$ cat config.mk
export PLATFORM = sky130hd
export DESIGN_NAME = result_read_sequencer_flat
export DESIGN_NICKNAME = d
export VERILOG_FILES = /design/src/rtl/result_read_sequencer_if.sv /design/src/rtl/result_read_sequencer.sv /design/src/flat_wrapper.sv
export SDC_FILE = /design/constraint.sdc
export NUM_CORES = 1
export LEC_CHECK = 0
export ABC_AREA = 1
export ABC_CLOCK_PERIOD_IN_PS = 2100
export BUFFER_PORTS_ARGS = -buffer_cell sky130_fd_sc_hd__buf_2
export CELL_PAD_IN_SITES_DETAIL_PLACEMENT = 1
export CELL_PAD_IN_SITES_GLOBAL_PLACEMENT = 1
export CORE_ASPECT_RATIO = 0.5
export CORE_MARGIN = 4
export CORE_UTILIZATION = 40
export DETAILED_ROUTE_END_ITERATION = 6
export PLACE_DENSITY = 0.81
export SETUP_SLACK_MARGIN = 0.4
export SYNTH_ARGS = -nofsm -noshare
export SYNTH_HDL_FRONTEND = slang
export SYNTH_SLANG_ARGS = --single-unit
$ cat constraint.sdc
create_clock -name clk -period 2.1 [get_ports clk]
set_clock_uncertainty 0.2 [all_clocks]
set_input_delay 0.42 -clock clk [delete_from_list [all_inputs] [get_ports clk]]
set_output_delay 0.42 -clock clk [all_outputs]
set_load 0.01 [all_outputs]
$ cat src/rtl/result_read_sequencer_if.sv
// Output stream bundle of the result read sequencer.
// The sequencer drives word/valid; downstream drives ready.
interface result_read_sequencer_if #(
  parameter int DW = 16
);
  logic [DW-1:0] DataOut;
  logic          Valid;
  logic          Ready;

  modport master (
    output DataOut,
    output Valid,
    input  Ready
  );

  modport slave (
    input  DataOut,
    input  Valid,
    output Ready
  );
endinterface

$ cat src/rtl/result_read_sequencer.sv
// Walks the result register file in write order and streams
// each committed entry downstream over valid/ready.
module result_read_sequencer #(
  parameter int DEPTH = 15,
  parameter int AW    = 4,
  parameter int DW    = 16
) (
  input  logic          clk,
  input  logic          rst_n,
  input  logic          Start,
  input  logic          WrEn,
  output logic [AW-1:0] ReadReg,
  input  logic [DW-1:0] ReadData,
  output logic          Done,
  output logic          Err,
  result_read_sequencer_if.master out_if
);

  localparam int CW = $clog2(DEPTH + 1);
  localparam logic [CW-1:0] FULL = CW'(DEPTH);
  localparam logic [CW-1:0] LAST = CW'(DEPTH - 1);

  typedef enum logic [1:0] {
    IDLE,
    RUN,
    FLUSH
  } state_e;

  state_e           state_q;
  logic [DEPTH-1:0] ptr_q;
  logic [CW-1:0]    wcnt_q;
  logic [CW-1:0]    rcnt_q;
  logic [DW-1:0]    data_q;
  logic             valid_q;
  logic             done_q;
  logic             err_q;

  logic fetch;
  logic accept;

  assign accept = valid_q && out_if.Ready;
  // Strict rcnt < wcnt: an entry is only readable the cycle after its write.
  assign fetch  = (state_q == RUN) && (rcnt_q < wcnt_q)
                  && (!valid_q || out_if.Ready);

  always_comb begin
    ReadReg = '0;
    for (int i = 0; i < DEPTH; i++) begin
      if (ptr_q[i]) ReadReg = ReadReg | AW'(i);
    end
  end

  assign out_if.DataOut = data_q;
  assign out_if.Valid   = valid_q;
  assign Done           = done_q;
  assign Err            = err_q;

  always_ff @(posedge clk or negedge rst_n) begin
    if (!rst_n) begin
      state_q <= IDLE;
      ptr_q   <= DEPTH'(1);
      wcnt_q  <= '0;
      rcnt_q  <= '0;
      data_q  <= '0;
      valid_q <= 1'b0;
      done_q  <= 1'b0;
      err_q   <= 1'b0;
    end else begin
      done_q <= 1'b0;
      if (Start) begin
        state_q <= RUN;
        ptr_q   <= DEPTH'(1);
        wcnt_q  <= CW'(WrEn);
        rcnt_q  <= '0;
        valid_q <= 1'b0;
        err_q   <= 1'b0;
      end else begin
        if (state_q != IDLE && WrEn) begin
          if (wcnt_q == FULL) err_q <= 1'b1;
          else wcnt_q <= wcnt_q + CW'(1);
        end
        unique case (state_q)
          IDLE: state_q <= IDLE;
          RUN: begin
            if (fetch) begin
              data_q  <= ReadData;
              valid_q <= 1'b1;
              ptr_q   <= {ptr_q[DEPTH-2:0], ptr_q[DEPTH-1]};
              rcnt_q  <= rcnt_q + CW'(1);
              if (rcnt_q == LAST) state_q <= FLUSH;
            end else if (accept) begin
              valid_q <= 1'b0;
            end
          end
          FLUSH: begin
            if (accept) begin
              done_q  <= 1'b1;
              valid_q <= 1'b0;
              state_q <= IDLE;
            end
          end
          default: state_q <= IDLE;
        endcase
      end
    end
  end

endmodule

$ cat src/flat_wrapper.sv
// flat-port wrapper written by rule: the top's interface ports become plain ports
module result_read_sequencer_flat 
#(
  parameter int DEPTH = 15,
  parameter int AW    = 4,
  parameter int DW    = 16
)
  (clk, rst_n, Start, WrEn, ReadReg, ReadData, Done, Err, out_if_DataOut, out_if_Valid, out_if_Ready);
  result_read_sequencer_if #(.DW(DW)) out_if_i ();
  input  logic clk;
  input  logic rst_n;
  input  logic Start;
  input  logic WrEn;
  output logic [AW-1:0] ReadReg;
  input  logic [DW-1:0] ReadData;
  output logic Done;
  output logic Err;
  output wire logic [$bits(out_if_i.DataOut)-1:0] out_if_DataOut;
  output wire logic [$bits(out_if_i.Valid)-1:0] out_if_Valid;
  input wire logic [$bits(out_if_i.Ready)-1:0] out_if_Ready;
  assign out_if_DataOut = out_if_i.DataOut;
  assign out_if_Valid = out_if_i.Valid;
  assign out_if_i.Ready = out_if_Ready;
  result_read_sequencer #(.DEPTH(DEPTH), .AW(AW), .DW(DW)) u_core (.clk(clk), .rst_n(rst_n), .Start(Start), .WrEn(WrEn), .ReadReg(ReadReg), .ReadData(ReadData), .Done(Done), .Err(Err), .out_if(out_if_i));
endmodule
After elaboration in Yosys (flattened, before gate mapping)
Cells that the tools add are included.
- bits in registers: 44
- output and inout port bits: 23
- word-level logic and storage cells: 75
- bitwise logic cells: 1
- equal/unequal tests: 8
- magnitude comparators: 1
- reduce and logical (&&, ||, !) cells: 17
- $add $sub $neg: 2
- mux-type cells: 38
- operators by type and width (kind ; count):
    $mux W4 ; 13
    $mux W15 ; 3
    $mux W2 ; 6
    $mux W3 ; 4
    $mux W1 ; 10
    $reduce_bool A2 Y1 ; 5
    $add A4 B1 Y4 const B ; 2
    $eq A4 B4 Y1 const B ; 2
    $ne A3 B2 Y1 const B ; 2
    $reduce_and A2 Y1 ; 3
    $reduce_and A3 Y1 ; 2
    $logic_and A1 B1 Y1 ; 4
    $lt A4 B4 Y1 ; 1
    $pmux W2 S2 ; 1
    $ne A3 B3 Y1 const B ; 1
    $reduce_bool A3 Y1 ; 1
    $eq A2 B1 Y1 const B ; 1
    $eq A2 B2 Y1 const B ; 1
    $ne A2 B2 Y1 const B ; 1
    $pmux W1 S2 ; 1
    $logic_not A1 Y1 ; 1
    $logic_or A1 B1 Y1 ; 1
    $not A1 Y1 ; 1

Logic depth before layout (Yosys ltp)
Gate-level depths: netlist (run 1).
- depth in word-level cells: 14
- mapped depth: 9
- gate-level depth less buffers: 9

Worst setup path after synthesis (run 1)
No wires, ideal clock.
- kind: register to register
- from: register u_core.wcnt_q[3]
- to: register u_core.data_q[10] (netlist: u_core.out_if.DataOut[10])
- arrival: 1.479 ns
- stages on the path, launching flop included: 10
- clock period less this slack: 1.797 ns
- slack: 0.303 ns
- data required time: 1.782 ns
- cells stage by stage: dfrtp_1 -> inv_1 -> ha_1 -> nand2_1 -> inv_1 -> nor2_4 -> nand4_4 -> buf_6 -> nand2_1 -> nand2_1
- word-level cells in the longest chain between the ends: 4
- RTL lines (element ; line ; text):
    start, declared ; result_read_sequencer.sv:31 ; logic [CW-1:0] wcnt_q;
    start signal, assigned ; result_read_sequencer.sv:73 ; wcnt_q <= CW'(WrEn);
    start signal, assigned ; result_read_sequencer.sv:80 ; else wcnt_q <= wcnt_q + CW'(1);
    $lt A4 B4 Y1 ; result_read_sequencer.sv:43 ; assign fetch = (state_q == RUN) && (rcnt_q < wcnt_q)
    $logic_and A1 B1 Y1 ; result_read_sequencer.sv:43 ;
    $logic_and A1 B1 Y1 ; result_read_sequencer.sv:44 ; && (!valid_q || out_if.Ready);
    $reduce_and A3 Y1 (no source line) ; - ;
    end signal, assigned ; result_read_sequencer.sv:86 ; data_q <= ReadData;
    end, declared ; result_read_sequencer.sv:33 ; logic [DW-1:0] data_q;
No other way between the ends.
A chain may end at the register's enable or synchronous reset.

Worst setup path after layout (run 1)
- from: register u_core.wcnt_q[3]
- to: register u_core.rcnt_q[0]
- word-level cells in the longest chain between the ends: 5
- RTL lines (element ; line ; text):
    $lt A4 B4 Y1 ; result_read_sequencer.sv:43 ;
    $logic_and A1 B1 Y1 ; result_read_sequencer.sv:43 ;
    $logic_and A1 B1 Y1 ; result_read_sequencer.sv:44 ;
    $reduce_bool A2 Y1 (no source line) ; - ;
    $reduce_and A2 Y1 (no source line) ; - ;
    end signal, assigned ; result_read_sequencer.sv:89 ; rcnt_q <= rcnt_q + CW'(1);
    end, declared ; result_read_sequencer.sv:32 ; logic [CW-1:0] rcnt_q;
No other way between the ends.

==> flow_metrics.tcl, run 1 <==
set metrics [dict create \
    die_w_um 113.8 \
    fmax_mhz 524.2 \
    dp_hpwl_um 4181 \
    ioPinCount 44 \
    post-synth-top-count-cell "nand2_1" \
    antenna_cells 0 \
    period_needed_ns 1.908 \
    power_frac_comb_pct 47.6 \
    p_seq_share_pct 35.8 \
    internal-power_mw 2.005 \
    clk_pin_slew_worst_paths_ns 0.09 \
    synthDistinctLibCells 29 \
    antenna_found_initial 0 \
    synth_area_leaders "dfrtp_1 (48%), nand2_1 (14%), nand4_1 (5.9%)" \
    synth_compound_area_share_pct 5.984 \
    crit_chain "inv_2 > ha_4 > nand2_4 > inv_2 > nor2_4 > nand3_4 > buf_12 > nand3_1 > nand2_1" \
    ir_drop_uv 511.1 \
    finalMaxSlewViolations 0 \
    cts_made_buffers 5 \
    syn_area_um2 2237 \
    gp_congestion 0.7676 \
    cpPeakStageDelay_ns 0.42 \
    setup-tns-final_ns 0 \
    nNetsFinal 352 \
    cts.sinks 44 \
    synth_seq_area_share_pct 49.27 \
    grt_max_degree 29 \
    crit_buf_inv 3 \
    status "complete, no violations" \
    drc_errors 0 \
    synth_top_area_share_pct 48.10 \
    drt_iter0_markers 116 \
    crit_fanout 20 \
    start_kind "flip-flop" \
    core-area_um2 5157 \
    drt_wl_total_um 6777 \
    syn_inst 263 \
    clk_path_buf_depth 2 \
    cts_root_buffer "clkbuf_8" \
    start_util_pct 43.38 \
    crit_required_ns 2.09 \
    clk_latency_ns 0.31 \
    setup_violations 0 \
    globalRouteOverflowTotal 0 \
    cp.arrival_ns 1.90 \
    dpl.cell_count 371 \
    syn_avg_cell_area_um2 8.506 \
    synthArstFlopShare_pct 100.0 \
    cp_slowest_cell "dfrtp_1" \
    layout.cells.non_filler 396 \
    synthAdderAreaFrac_pct 3.356 \
    grt_usage_pct 17.87 \
    min_path_type "in -> reg" \
    grt_pass1_vias 2026 \
    synth_area_leader_cell "dfrtp_1" \
    vias_per_cell 5.149 \
    antenna_left 0 \
    p_leak_nw 1.564 \
    critPathMostFrequentCell "inv_2" \
    rsz0062_at_grt "yes" \
    synth_edf_count 0 \
    yosys-top-cells-count "nand2_1 (83), dfrtp_1 (43), nand4_1 (21), inv_1 (19), nor2_1 (17)" \
    synth_top_family_by_area "simple AND/OR/NAND/NOR gates" \
    yosys.area_share.simple_pct 32.05 \
    synth_mux_area_share_pct 0 \
    p_clk_share_pct 16.7 \
    ys.flop_type "dfrtp_1" \
    syn_nets 290 \
    p_switching_mw 1.373 \
    cp-end-kind "flip-flop" \
    synth_xor_area_share_pct 1.174 \
    die_area_um2 6926 \
    power_density_nw_per_um2 1158 \
    dr.pass1.iters 4 \
    synth_seq_cells 44 \
    cap_violations 0 \
    tightestPinTransition_ns 0.5261 \
    drive_gt1_share_pct 36.50 \
    num_rows 18 \
    num_vias 2039 \
    slew-limit-headroom_pct 64.88 \
    die_height_um 60.88 \
    tritoncts "yes" \
    htree_num_levels 2 \
    hold_viol 0 \
    portBuffers 43 \
    wl_per_cell_um 17.11 \
    yosysWarnings 0 \
    netSwitchingFraction_pct 40.65 \
    crit_family "simple AND/OR/NAND/NOR gates" \
    critPathKind "reg -> reg" \
    synthToLayoutAreaGrowth_pct 30.43 \
    fin_crit_sh_pct 90.85 \
    grt_pass1_wl_um 9666 \
]
power by group through the flow:
stage	Clock (mW)	Combinational, mW	Sequential [mW]
after floorplan	0	0.787	1.26
after global placement	0	1.13	1.19
after detailed placement	0	1.17	1.20
after CTS	0.587	1.33	1.19
after global routing	0.613	1.74	1.23
final	0.563	1.61	1.21
state kept, by name, summed over array words and instances, names as in the netlist:
name	flops
u_core.Done	1
u_core.Err	1
u_core.out_if.DataOut	16
u_core.out_if.Valid	1
u_core.ptr_q	15
u_core.rcnt_q	4
u_core.state_q	2
u_core.wcnt_q	4
cell usage in the layout, fill, tap and decap left out:
master	netlist	final
a31oi_1	1	1
dfrtp_2	0	3
a21oi_4	1	1
ha_4	0	3
buf_4	2	13
o21ai_0	3	3
dfstp_2	1	1
nor2_4	2	2
nand2_4	0	4
inv_4	0	1
nand2_1	83	71
and3_1	1	1
buf_8	0	1
ha_1	6	3
inv_1	19	15
a22oi_1	1	1
clkbuf_8	0	6
nand2_2	4	12
nor2_2	0	3
inv_2	5	8
nor3_2	0	3
o21ai_1	13	13
nand3_1	15	15
nand4_1	21	21
nor2_1	17	14
buf_12	0	3
o21ai_4	0	1
dlygate4sd3_1	0	1
buf_2	1	43
nand3_4	2	2
clkinv_2	1	3
xor2_1	3	3
nor3_1	5	2
nand4_4	1	2
dfrtp_1	43	40
buf_6	4	4
a21oi_1	3	3
timing repair:
action | CTS | global route
hold endpoints to repair | 20 | 0
pin swaps | 6 | 12
buffers inserted | 4 | 11
cloned | 0 | 1
hold buffers | 1 | 0
gates resized for setup | 12 | 29
endpoints found under the setup margin | 39 | 46
through the flow:
stage	setup slack (ns)	hold slack, ns	power, mW	area, um2	utilization [%]
3_5_place_dp	0.2297	0.2242	2.374	2525	48.96
3_3_place_gp	0.2978	0.2121	2.317	2525	48.96
5_1_grt	0.1208	0.1618	3.592	2918	56.57
4_1_cts	0.2538	0.1538	3.108	2711	52.57
2_1_floorplan	0.4279	-0.07559	2.046	2256	-
6_report	0.1922	0.1529	3.378	2918	56.57
path summary, 6_finish.rpt:
check                                    startpoint                       end  slack (ns)  cells after the start
setup / recovery                   u_core.wcnt_q[3]          u_core.rcnt_q[0]        0.19                      9
hold / removal                          ReadData[7]  u_core.out_if.DataOut[7]        0.15                      3
setup reg to reg                   u_core.wcnt_q[3]          u_core.rcnt_q[0]        0.19                      9
hold reg to reg            u_core.out_if.DataOut[2]  u_core.out_if.DataOut[2]        0.28                      2
max in group asynchronous                     rst_n           u_core.ptr_q[0]        0.71                      3
min in group asynchronous                     rst_n         u_core.state_q[0]        0.42                      2
cells by family after synthesis:
kind of cell / Yosys count
flops: 44
fa+ha+maj: 6
simple gates: 151
buf+inv: 36
compound gates: 23
xor+xnor: 3
metal layers:
layer	global-route usage, %	wire (um)
met4	4.110	133
met2	31.80	3285
met5	0	0
met3	4.283	342
met1	22.64	3016
worst register-to-register path, cell delays in order (launching register included):
cell and delay (ns):
dfrtp_1 0.42, inv_2 0.12, ha_4 0.23, nand2_4 0.08
inv_2 0.05, nor2_4 0.19, nand3_4 0.15, buf_12 0.19
nand3_1 0.09, nand2_1 0.10
area by class of cell:
type                    count  area, um2
fillers                   633       2240
flip-flops and latches     44       1106
multi-input cells         184       1091
repair buffers             65      442.9
inverters                  25      97.59
well taps                  70      87.58
clock buffers               6      82.58
clock inverters             2      10.01
No activity file was read; power rests on OpenSTA's default activity.
==> run 2, diff against run 1 <==
--- a/config.mk
+++ b/config.mk
@@ -14,4 +14,5 @@
 export CORE_MARGIN = 4
 export CORE_UTILIZATION = 40
+export CTS_BUF_LIST = sky130_fd_sc_hd__clkbuf_16
 export DETAILED_ROUTE_END_ITERATION = 6
 export PLACE_DENSITY = 0.81
==> constraint.sdc (replaced) <==
create_clock -name clk -period 2.1 [get_ports clk]
set_clock_uncertainty 0.2 [all_clocks]
set_input_delay 0.105 -clock clk [delete_from_list [all_inputs] [get_ports clk]]
set_output_delay 0.105 -clock clk [all_outputs]
set_load 0.01 [all_outputs]
==> run 2 against run 1 <==
Compared with the run above:
- the run now ends with negative setup slack left
- flip-flop and latch count is the same
- critical path depth grew 1
- wire length grew 47%
- register-to-register slack lost 0.20 ns
- power grew 29%
- critical endpoint is now u_core.state_q[0]
==> flow_metrics.tcl, run 2 (synthesized netlist as in run 1, its figures left out) <==
set metrics [dict create \
    crit_buf_inv 4 \
    num_rows 18 \
    portBuffers 43 \
    violations "negative setup slack" \
    die_height_um 60.88 \
    drt_wl_total_um 9972 \
    p_clk_share_pct 17.5 \
    power_density_nw_per_um2 1255 \
    p_seq_share_pct 27.9 \
    largest_reg_flops 16 \
    min_path_type "in -> async" \
    setup_violations 1 \
    critPathKind "reg -> reg" \
    period_needed_ns 2.105 \
    synthToLayoutAreaGrowth_pct 55.15 \
    clk_pin_slew_worst_paths_ns 0.06 \
    num_vias 2394 \
    cts.sinks 44 \
    die_area_um2 6926 \
    place_ws_ns 0.2465 \
    netSwitchingFraction_pct 40.65 \
    cts_root_buffer "clkbuf_16" \
    grt_pass1_vias 2528 \
    finalPower_mw 4.357 \
    htree_num_levels 2 \
    tritoncts "yes" \
    layout_commonest_cell "nand2_1" \
    antenna_cells 0 \
    core-area_um2 5157 \
    grt_pass1_wl_um 13390 \
    cts_made_buffers 5 \
    globalRouteOverflowTotal 0 \
    p_switching_mw 1.771 \
    fmax_mhz 475.0 \
    dr.pass1.iters 6 \
    die_w_um 113.8 \
    cpPeakStageDelay_ns 0.41 \
    drc_errors 0 \
    nNetsFinal 387 \
    layout_common_cells "nand2_1 (59), buf_2 (43), dfrtp_1 (42)" \
    crit_family "simple AND/OR/NAND/NOR gates" \
    power_frac_comb_pct 54.6 \
    crit_fanout 4 \
    gp_congestion 0.7757 \
    tightestPinTransition_ns 0.5937 \
    drive_gt1_share_pct 42.94 \
    drt_iter0_markers 173 \
    slew-limit-headroom_pct 60.36 \
    antenna_left 0 \
    fin_crit_sh_pct 100.3 \
    antenna_found_initial 0 \
    status "complete, but fails checks" \
    cp-end-kind "flip-flop" \
    internal-power_mw 2.586 \
    crit_chain "inv_2 > ha_4 > nand2_4 > inv_4 > nor2_4 > buf_4 > buf_4 > nand4_1 > nand2_1 > nand2_1" \
    dp_hpwl_um 4197 \
    clk_path_buf_depth 2 \
    grt_usage_pct 25.80 \
    clk_latency_ns 0.29 \
    p_leak_nw 1.858 \
    worst_slack_ns -0.005453 \
    fin_area_um2 3471 \
    crit_required_ns 2.04 \
    hold_viol 0 \
    finalMaxSlewViolations 0 \
    ioPinCount 44 \
    ir_drop_uv 705.4 \
    cp_slowest_cell "dfrtp_1" \
    grt_max_degree 29 \
    start_kind "flip-flop" \
    rsz0062_at_grt "yes" \
    start_util_pct 43.38 \
    vias_per_cell 5.555 \
    cp.arrival_ns 2.05 \
    wl_per_cell_um 23.14 \
    setup-tns-final_ns -0.005453 \
    cap_violations 0 \
    postPlaceCellArea_um2 2520 \
    num-fill-cells 573 \
]
## run 2: timing repair
action                                  CTS  global route
endpoints found under the setup margin   33            42
cloned                                    4             0
hold endpoints to repair                 63             0
hold buffers                             19             0
resized for setup                        44            38
pin swaps                                13            13
buffers inserted                         22             6
## run 2: layout make-up
type	instances	area, um2	share of cell area (%)
repair buffers	100	817.0	23.54
flip-flops and latches	44	1104	31.80
clock buffers	5	125.1	3.605
multi-input cells	184	1226	35.33
inverters	25	100.1	2.884
well taps	70	87.58	2.523
clock inverters	3	11.26	0.3244
## run 2: routing by layer
metal  global-route usage [%]  part of all wire (%)
met4                    12.67                   3.7
met2                    48.45                    50
met1                    28.87                    41
met3                    5.378                   5.1
met5                        0                     0
## run 2: worst paths after layout
| kind | startpoint | endpoint | slack, ns | cells past startpoint |
|---|---|---|---|---|
| setup / recovery | u_core.wcnt_q[3] | u_core.state_q[0] | -0.005 | 10 |
| hold / removal | rst_n | u_core.ptr_q[12] | 0.05 | 2 |
| setup reg to reg | u_core.wcnt_q[3] | u_core.state_q[0] | -0.005 | 10 |
| hold reg to reg | u_core.out_if.DataOut[15] | u_core.out_if.DataOut[15] | 0.29 | 2 |
| max in group asynchronous | rst_n | u_core.out_if.DataOut[9] | 1.08 | 3 |
| min in group clk | Start | u_core.Err | 0.06 | 2 |
## run 2: through the flow
step,util [%],instances,hold slack [ns]
4_1_cts,63.25,425,-0.003936
3_3_place_gp,48.86,372,-0.1760
5_1_grt,67.30,431,0.07820
3_5_place_dp,48.86,372,-0.1755
6_report,67.30,431,0.04958
2_1_floorplan,-,263,-0.3906
## run 2: power by group through the flow
stage          sequential [mW]  combinational [mW]  clock (mW)
2_1_floorplan             1.26               0.787           0
3_3_place_gp              1.19                1.14           0
3_5_place_dp              1.20                1.19           0
4_1_cts                   1.18                2.09       0.736
5_1_grt                   1.22                2.53       0.806
6_report                  1.21                2.38       0.762
